==> src/rtl/am_query_arbiter_pkg.sv <==
// Shared widths, state encoding and error-response constants for the AM query arbiter.
// The HV/label/distance widths mirror the associative memory this block fronts.
package am_query_arbiter_pkg;

  localparam int HV_DIMENSION   = 64;
  localparam int LABEL_WIDTH    = 8;
  localparam int DISTANCE_WIDTH = 16;

  localparam int AMARB_NUM_REQ = 4;
  localparam int AMARB_TIMEOUT = 1024;

  typedef enum logic [1:0] {
    AMARB_IDLE    = 2'd0,
    AMARB_ISSUE   = 2'd1,
    AMARB_WAIT    = 2'd2,
    AMARB_RESPOND = 2'd3
  } amarb_state_e;

  // A timeout response carries no label and the worst possible distance.
  localparam logic [LABEL_WIDTH-1:0]    AMARB_ERR_LABEL = '0;
  localparam logic [DISTANCE_WIDTH-1:0] AMARB_ERR_DIST  = '1;

endpackage

==> src/rtl/am_rr_arbiter.sv <==
// Combinational rotating-priority arbiter: the search starts at ptr_i+1 and wraps
// modulo NUM_REQ, so the last winner has the lowest priority next time.
module am_rr_arbiter #(
  parameter int NUM_REQ  = 4,
  parameter int ID_WIDTH = $clog2(NUM_REQ)
) (
  input  logic [NUM_REQ-1:0]  req_i,
  input  logic [ID_WIDTH-1:0] ptr_i,
  output logic [NUM_REQ-1:0]  grant_o,
  output logic [ID_WIDTH-1:0] id_o,
  output logic                valid_o
);

  always_comb begin : pick
    logic [ID_WIDTH-1:0] idx;
    grant_o = '0;
    id_o    = '0;
    valid_o = 1'b0;
    idx     = '0;
    for (int k = 1; k <= NUM_REQ; k++) begin
      idx = ID_WIDTH'((int'(ptr_i) + k) % NUM_REQ);
      if (!valid_o && req_i[idx]) begin
        grant_o[idx] = 1'b1;
        id_o         = idx;
        valid_o      = 1'b1;
      end
    end
  end

endmodule

==> src/rtl/am_query_arbiter.sv <==
// Shares one associative memory among NUM_REQ query sources: round-robin grant,
// issue the held query, wait (with watchdog) for the result, return it to the owner.
module am_query_arbiter
  import am_query_arbiter_pkg::*;
#(
  parameter int NUM_REQ        = AMARB_NUM_REQ,
  parameter int ID_WIDTH       = $clog2(NUM_REQ),
  parameter int TIMEOUT_CYCLES = AMARB_TIMEOUT,
  parameter int TO_CNT_WIDTH   = $clog2(TIMEOUT_CYCLES + 1)
) (
  input  logic                              Clk_CI,
  input  logic                              Reset_RI,
  input  logic [NUM_REQ-1:0]                ReqValid_SI,
  output logic [NUM_REQ-1:0]                ReqReady_SO,
  input  logic [NUM_REQ*HV_DIMENSION-1:0]   ReqHv_mod1_DI,
  input  logic [NUM_REQ*HV_DIMENSION-1:0]   ReqHv_mod2_DI,
  input  logic [NUM_REQ*HV_DIMENSION-1:0]   ReqHv_mod3_DI,
  output logic                              AmValid_SO,
  input  logic                              AmReady_SI,
  output logic [HV_DIMENSION-1:0]           AmHv_mod1_DO,
  output logic [HV_DIMENSION-1:0]           AmHv_mod2_DO,
  output logic [HV_DIMENSION-1:0]           AmHv_mod3_DO,
  input  logic                              AmResValid_SI,
  output logic                              AmResReady_SO,
  input  logic [LABEL_WIDTH-1:0]            AmLabelA_DI,
  input  logic [LABEL_WIDTH-1:0]            AmLabelV_DI,
  input  logic [DISTANCE_WIDTH-1:0]         AmDistA_DI,
  input  logic [DISTANCE_WIDTH-1:0]         AmDistV_DI,
  output logic [NUM_REQ-1:0]                RespValid_SO,
  input  logic [NUM_REQ-1:0]                RespReady_SI,
  output logic [ID_WIDTH-1:0]               RespId_DO,
  output logic [LABEL_WIDTH-1:0]            RespLabelA_DO,
  output logic [LABEL_WIDTH-1:0]            RespLabelV_DO,
  output logic [DISTANCE_WIDTH-1:0]         RespDistA_DO,
  output logic [DISTANCE_WIDTH-1:0]         RespDistV_DO,
  output logic                              RespError_SO
);

  amarb_state_e state_q, state_d;

  logic [HV_DIMENSION-1:0]   hv1_q, hv1_d, hv2_q, hv2_d, hv3_q, hv3_d;
  logic [ID_WIDTH-1:0]       id_q, id_d, ptr_q, ptr_d;
  logic [TO_CNT_WIDTH-1:0]   to_cnt_q, to_cnt_d;
  logic [LABEL_WIDTH-1:0]    label_a_q, label_a_d, label_v_q, label_v_d;
  logic [DISTANCE_WIDTH-1:0] dist_a_q, dist_a_d, dist_v_q, dist_v_d;
  logic                      err_q, err_d;

  logic [NUM_REQ-1:0]  arb_grant;
  logic [ID_WIDTH-1:0] arb_id;
  logic                arb_valid;

  logic [HV_DIMENSION-1:0] hv1_slices [NUM_REQ];
  logic [HV_DIMENSION-1:0] hv2_slices [NUM_REQ];
  logic [HV_DIMENSION-1:0] hv3_slices [NUM_REQ];

  genvar gi;
  generate
    for (gi = 0; gi < NUM_REQ; gi++) begin : g_slice
      assign hv1_slices[gi] = ReqHv_mod1_DI[gi*HV_DIMENSION +: HV_DIMENSION];
      assign hv2_slices[gi] = ReqHv_mod2_DI[gi*HV_DIMENSION +: HV_DIMENSION];
      assign hv3_slices[gi] = ReqHv_mod3_DI[gi*HV_DIMENSION +: HV_DIMENSION];
    end
  endgenerate

  am_rr_arbiter #(
    .NUM_REQ  (NUM_REQ),
    .ID_WIDTH (ID_WIDTH)
  ) i_rr (
    .req_i   (ReqValid_SI),
    .ptr_i   (ptr_q),
    .grant_o (arb_grant),
    .id_o    (arb_id),
    .valid_o (arb_valid)
  );

  // Pointer resets to the last requester so requester 0 is searched first.
  always_ff @(posedge Clk_CI or posedge Reset_RI) begin
    if (Reset_RI) begin
      state_q   <= AMARB_IDLE;
      hv1_q     <= '0;
      hv2_q     <= '0;
      hv3_q     <= '0;
      id_q      <= '0;
      ptr_q     <= ID_WIDTH'(NUM_REQ - 1);
      to_cnt_q  <= '0;
      label_a_q <= '0;
      label_v_q <= '0;
      dist_a_q  <= '0;
      dist_v_q  <= '0;
      err_q     <= 1'b0;
    end else begin
      state_q   <= state_d;
      hv1_q     <= hv1_d;
      hv2_q     <= hv2_d;
      hv3_q     <= hv3_d;
      id_q      <= id_d;
      ptr_q     <= ptr_d;
      to_cnt_q  <= to_cnt_d;
      label_a_q <= label_a_d;
      label_v_q <= label_v_d;
      dist_a_q  <= dist_a_d;
      dist_v_q  <= dist_v_d;
      err_q     <= err_d;
    end
  end

  always_comb begin
    state_d   = state_q;
    hv1_d     = hv1_q;
    hv2_d     = hv2_q;
    hv3_d     = hv3_q;
    id_d      = id_q;
    ptr_d     = ptr_q;
    to_cnt_d  = to_cnt_q;
    label_a_d = label_a_q;
    label_v_d = label_v_q;
    dist_a_d  = dist_a_q;
    dist_v_d  = dist_v_q;
    err_d     = err_q;
    case (state_q)
      AMARB_IDLE: begin
        if (arb_valid) begin
          hv1_d   = hv1_slices[arb_id];
          hv2_d   = hv2_slices[arb_id];
          hv3_d   = hv3_slices[arb_id];
          id_d    = arb_id;
          ptr_d   = arb_id;
          state_d = AMARB_ISSUE;
        end
      end
      AMARB_ISSUE: begin
        if (AmReady_SI) begin
          to_cnt_d = '0;
          state_d  = AMARB_WAIT;
        end
      end
      AMARB_WAIT: begin
        // A result on the last watchdog cycle still takes precedence.
        if (AmResValid_SI) begin
          label_a_d = AmLabelA_DI;
          label_v_d = AmLabelV_DI;
          dist_a_d  = AmDistA_DI;
          dist_v_d  = AmDistV_DI;
          err_d     = 1'b0;
          state_d   = AMARB_RESPOND;
        end else if (to_cnt_q == TO_CNT_WIDTH'(TIMEOUT_CYCLES - 1)) begin
          label_a_d = AMARB_ERR_LABEL;
          label_v_d = AMARB_ERR_LABEL;
          dist_a_d  = AMARB_ERR_DIST;
          dist_v_d  = AMARB_ERR_DIST;
          err_d     = 1'b1;
          state_d   = AMARB_RESPOND;
        end else begin
          to_cnt_d = to_cnt_q + TO_CNT_WIDTH'(1);
        end
      end
      AMARB_RESPOND: begin
        if (RespReady_SI[id_q]) begin
          state_d = AMARB_IDLE;
        end
      end
      default: state_d = AMARB_IDLE;
    endcase
  end

  // Result ready stays high outside RESPOND so late AM results are drained and dropped.
  always_comb begin
    ReqReady_SO   = '0;
    AmValid_SO    = 1'b0;
    AmResReady_SO = 1'b0;
    RespValid_SO  = '0;
    case (state_q)
      AMARB_IDLE: begin
        ReqReady_SO   = Reset_RI ? '0 : arb_grant;
        AmResReady_SO = 1'b1;
      end
      AMARB_ISSUE: begin
        AmValid_SO    = 1'b1;
        AmResReady_SO = 1'b1;
      end
      AMARB_WAIT: begin
        AmResReady_SO = 1'b1;
      end
      AMARB_RESPOND: begin
        RespValid_SO[id_q] = 1'b1;
      end
      default: ;
    endcase
  end

  assign AmHv_mod1_DO  = hv1_q;
  assign AmHv_mod2_DO  = hv2_q;
  assign AmHv_mod3_DO  = hv3_q;
  assign RespId_DO     = id_q;
  assign RespLabelA_DO = label_a_q;
  assign RespLabelV_DO = label_v_q;
  assign RespDistA_DO  = dist_a_q;
  assign RespDistV_DO  = dist_v_q;
  assign RespError_SO  = err_q;

endmodule

==> config.mk <==
export PLATFORM = sky130hd
export DESIGN_NAME = am_query_arbiter
export DESIGN_NICKNAME = d
export VERILOG_FILES = /design/src/rtl/am_query_arbiter_pkg.sv /design/src/rtl/am_rr_arbiter.sv /design/src/rtl/am_query_arbiter.sv
export SDC_FILE = /design/constraint.sdc
export NUM_CORES = 1
export LEC_CHECK = 0
export ABC_AREA = 1
export CAP_MARGIN = 15
export CORE_AREA = 4 4 413 415
export CTS_CLUSTER_DIAMETER = 100
export DETAILED_ROUTE_END_ITERATION = 16
export DIE_AREA = 0 0 417 419
export GPL_ROUTABILITY_DRIVEN = 0
export PLACE_DENSITY = 0.31
export RECOVER_POWER = 25
export REMOVE_ABC_BUFFERS = 1
export SLEW_MARGIN = 0
export SYNTH_ARGS = -nofsm -noshare
export SYNTH_HDL_FRONTEND = slang
export SYNTH_SLANG_ARGS = --single-unit
==> constraint.sdc <==
create_clock -name Clk_CI -period 10.8 [get_ports Clk_CI]
set_input_delay 1.62 -clock Clk_CI [delete_from_list [all_inputs] [get_ports Clk_CI]]
set_output_delay 1.62 -clock Clk_CI [all_outputs]
set_load 0.02 [all_outputs]
==> impl_metrics.tcl <==
set metrics [dict create \
    regArea_um2 6460 \
    power_density_nw_per_um2 368 \
    cts_setup_buffers 0 \
    skew_ns 0.0202 \
    track_usage_pct 15.2 \
    drtIter0Drc 1313 \
    postSynthAreaPerCell_um2 6.39 \
    r2r-end "RespLabelV_DO[7]$_DFFE_PP0P_" \
    p_leak_nw 15.9 \
    fp.dieW_um 417 \
    worst-endpoint-arrival_ns 4.03 \
    crit_type "input port to primary output" \
    final_cell_area_um2 33500 \
    reg2reg_depth 8 \
    synth-simple-area-share_pct 40.3 \
    drc_errors 0 \
    drt_wl_total_um 139000 \
    yosys.area_share.adder_pct 0.926 \
    clkTransAtPathRegs_ns 0.04 \
    ys_seq_area_share_pct 34.1 \
    grt_pass1_vias 23700 \
    cts_tree "done" \
    htree_levels 2 \
    final.setup.worst_slack_ns 5.15 \
    cts_resized 0 \
    synth_mux_area_share_pct 0 \
    synth_cells 2960 \
    endpoint_kind "primary output" \
    crit_fanout 7 \
    yosysTopAreaCellShare_pct 33.9 \
    worstReg2RegStart "state_q[0]$_DFFE_PP0P_" \
    drt_first_pass_iters 7 \
    p_int_mw 5.39 \
    utilization_pct 20.1 \
    ant_nets 0 \
    synth_seq_cells 258 \
    setup_viol 0 \
    syn_area_um2 18900 \
    fin_cells 6155 \
    switching_power_mw 6.92 \
    synth_enable_flop_cells 0 \
    clkSinkCount 258 \
    finalMaxSlewViolations 141 \
    tightest_slew_ns 4.16 \
    grt_pass1_wl_um 191000 \
    slew-limit-headroom_pct -179 \
    power_frac_comb_pct 72.4 \
    cts_buffer_depth 3 \
    synthXorXnorAreaFrac_pct 0.232 \
    cp-start-kind "input port" \
    fp.dieArea_um2 175000 \
    synth_area_leaders "dfrtp_1, nand2_1, inv_1" \
    status "complete, but fails checks" \
    wl_per_cell_um 22.6 \
    num_io_pins 1081 \
    dp.final_hpwl_um 108000 \
    multi_input_area_um2 9200 \
    hold_viol_final 0 \
    dp_slack_ns 5.14 \
    hold_class "flip-flop to flip-flop" \
    ctsHoldBuffers 0 \
    num_vias 23000 \
    synth_cell_types 37 \
    timing.final.crit_period_ns 5.65 \
    synth_compound_area_share_pct 6.89 \
    place_inst 6064 \
    p_sw_share_pct 56.2 \
    io_buffers 1080 \
    critPathRequiredTime_ns 9.18 \
    synthFlopType "dfrtp_1" \
    place_area_um2 31900 \
    antenna_found_initial 25 \
    cap_violations 3 \
    globalRouteOverflowTotal 0 \
    nFillCells 19100 \
    p_seq_share_pct 14.7 \
    yosys_warnings 0 \
    grt_setup_unrepaired "no" \
    dieHeight_um 419 \
    insertion_delay_ns 0.59 \
    viasPerCell 3.74 \
    nets 4749 \
    coreArea_um2 167000 \
    drive_gt1_share_pct 4.57 \
    grt_max_degree 209 \
    yosys.area.top_type "dfrtp_1" \
    async_flop_share_pct 100 \
    period_share_pct 52.4 \
    yosys-top-cells-count "nand2_1, inv_1, nand3_1, dfrtp_1, nand4_1" \
    root_buffer "clkbuf_16" \
    hold_path_depth 2 \
    start_util_pct 11.3 \
    clockPowerShare_pct 12.9 \
    synth_top_family_by_area "simple AND/OR/NAND/NOR gates" \
    max_freq_mhz 177 \
    area_delta_synth_final_pct 76.9 \
    violations "capacitance limit, slew limit" \
    num_rows 150 \
    fin_hold_ws_ns 0.475 \
    holdPathEnd "AmHv_mod2_DO[54]$_DFFE_PP0P_" \
    cts_buffers 45 \
    yosysMostFrequentCell "nand2_1" \
    r2r_slack_ns 5.96 \
    vdd_drop_max_mv 0.514 \
    min_from "AmHv_mod2_DO[54]$_DFFE_PP0P_" \
]
## final cells by class
type                    count  area share (%)
clock buffers              70            4.13
repair buffers           1111            33.2
clock inverters            11           0.561
flip-flops and latches    258            19.3
well taps                2204            8.24
inverters                 626            7.04
diodes                     10          0.0748
multi-input cells        1865            27.5
## power by group through the flow
stage / combinational (mW) / sequential (mW) / clock (mW)
floorplan: 4.90 / 2.27 / 0
global placement: 9.22 / 1.84 / 0
detailed placement: 9.20 / 1.83 / 0
CTS: 9.23 / 1.82 / 1.68
global route: 9.91 / 1.87 / 1.70
finish: 8.91 / 1.81 / 1.59
## layer usage
metal	GRT usage, %	share of wire, %	up-vias
met1	17.6	40	11100
met4	2.50	1.4	14
li1	-	-	11200
met2	28.8	54	566
met3	3.26	5.1	107
met5	0	0.062	-
## state kept, by name, indices dropped and copies added (netlist names), 2 cells and up
| signal | count |
|---|---|
| RespDistA_DO | 16 |
| RespLabelV_DO | 8 |
| AmHv_mod1_DO | 64 |
| state_q | 2 |
| AmHv_mod3_DO | 64 |
| to_cnt_q | 11 |
| RespId_DO | 2 |
| RespDistV_DO | 16 |
| AmHv_mod2_DO | 64 |
| RespLabelA_DO | 8 |
| ptr_q | 2 |
## layout by cell type (no fill, tap or decap), drive strengths merged, types with 3 or more instances in the layout
cell type      Yosys  routed
nand4            199     199
o22a              32      32
nand2            939     939
nor2              13      13
buf              131      28
a22o              16      16
o21ai             17      17
inv              625     626
or2               94      94
dfrtp            256     256
bufinv             0       5
diode              0      10
ha                14      14
o211ai            93      93
a31oi              5       5
nand3            417     417
xor2               3       3
a21oi              5       5
clkdlybuf4s50      0    1078
clkbuf            80      73
o22ai              4       4
clkinv             1       5
nor3              10      10
## how the worst max path moves through the flow
stage / start / to / slack (ns) / cells after the start
6_report: ReqValid_SI[3] / ReqReady_SO[1] / 5.15 / 13
5_1_grt: ReqValid_SI[3] / ReqReady_SO[1] / 4.86 / 13
4_1_cts: ReqValid_SI[3] / ReqReady_SO[1] / 5.24 / 13
3_5_place_dp: ReqValid_SI[3] / AmHv_mod2_DO[60]$_DFFE_PP0P_ / 5.14 / 12
3_3_place_gp: ReqValid_SI[3] / AmHv_mod1_DO[39]$_DFFE_PP0P_ / 5.19 / 12
2_1_floorplan: ReqValid_SI[2] / AmHv_mod1_DO[58]$_DFFE_PP0P_ / -8.59 / 10
## metrics by stage
step,TNS (ns),power (mW)
6_report,0,12.3
4_1_cts,0,12.7
3_5_place_dp,0,11.0
2_1_floorplan,-1503.04,7.17
5_1_grt,0,13.5
3_3_place_gp,0,11.1
## worst max-delay path: stages
cell and delay, ns:
clkdlybuf4s50_1 0.44, inv_1 0.07, nand2_1 0.08, nand3_1 0.16
nand2_4 0.09, inv_1 0.17, nand2_1 0.13, nor2_1 0.15
nand3_1 0.15, o21ai_0 0.22, nand2_1 0.07, inv_1 0.06
clkdlybuf4s50_1 0.61
## cell families after synthesis
logic type               after synthesis
AO/OA/AOI/OAI                        173
buffers and inverters                837
flip-flops                           258
AND/OR/NAND/NOR                     1673
XOR/XNOR                               5
adder cells (fa/ha/maj)               14
Note: power is estimated with default switching activity, not from simulation.
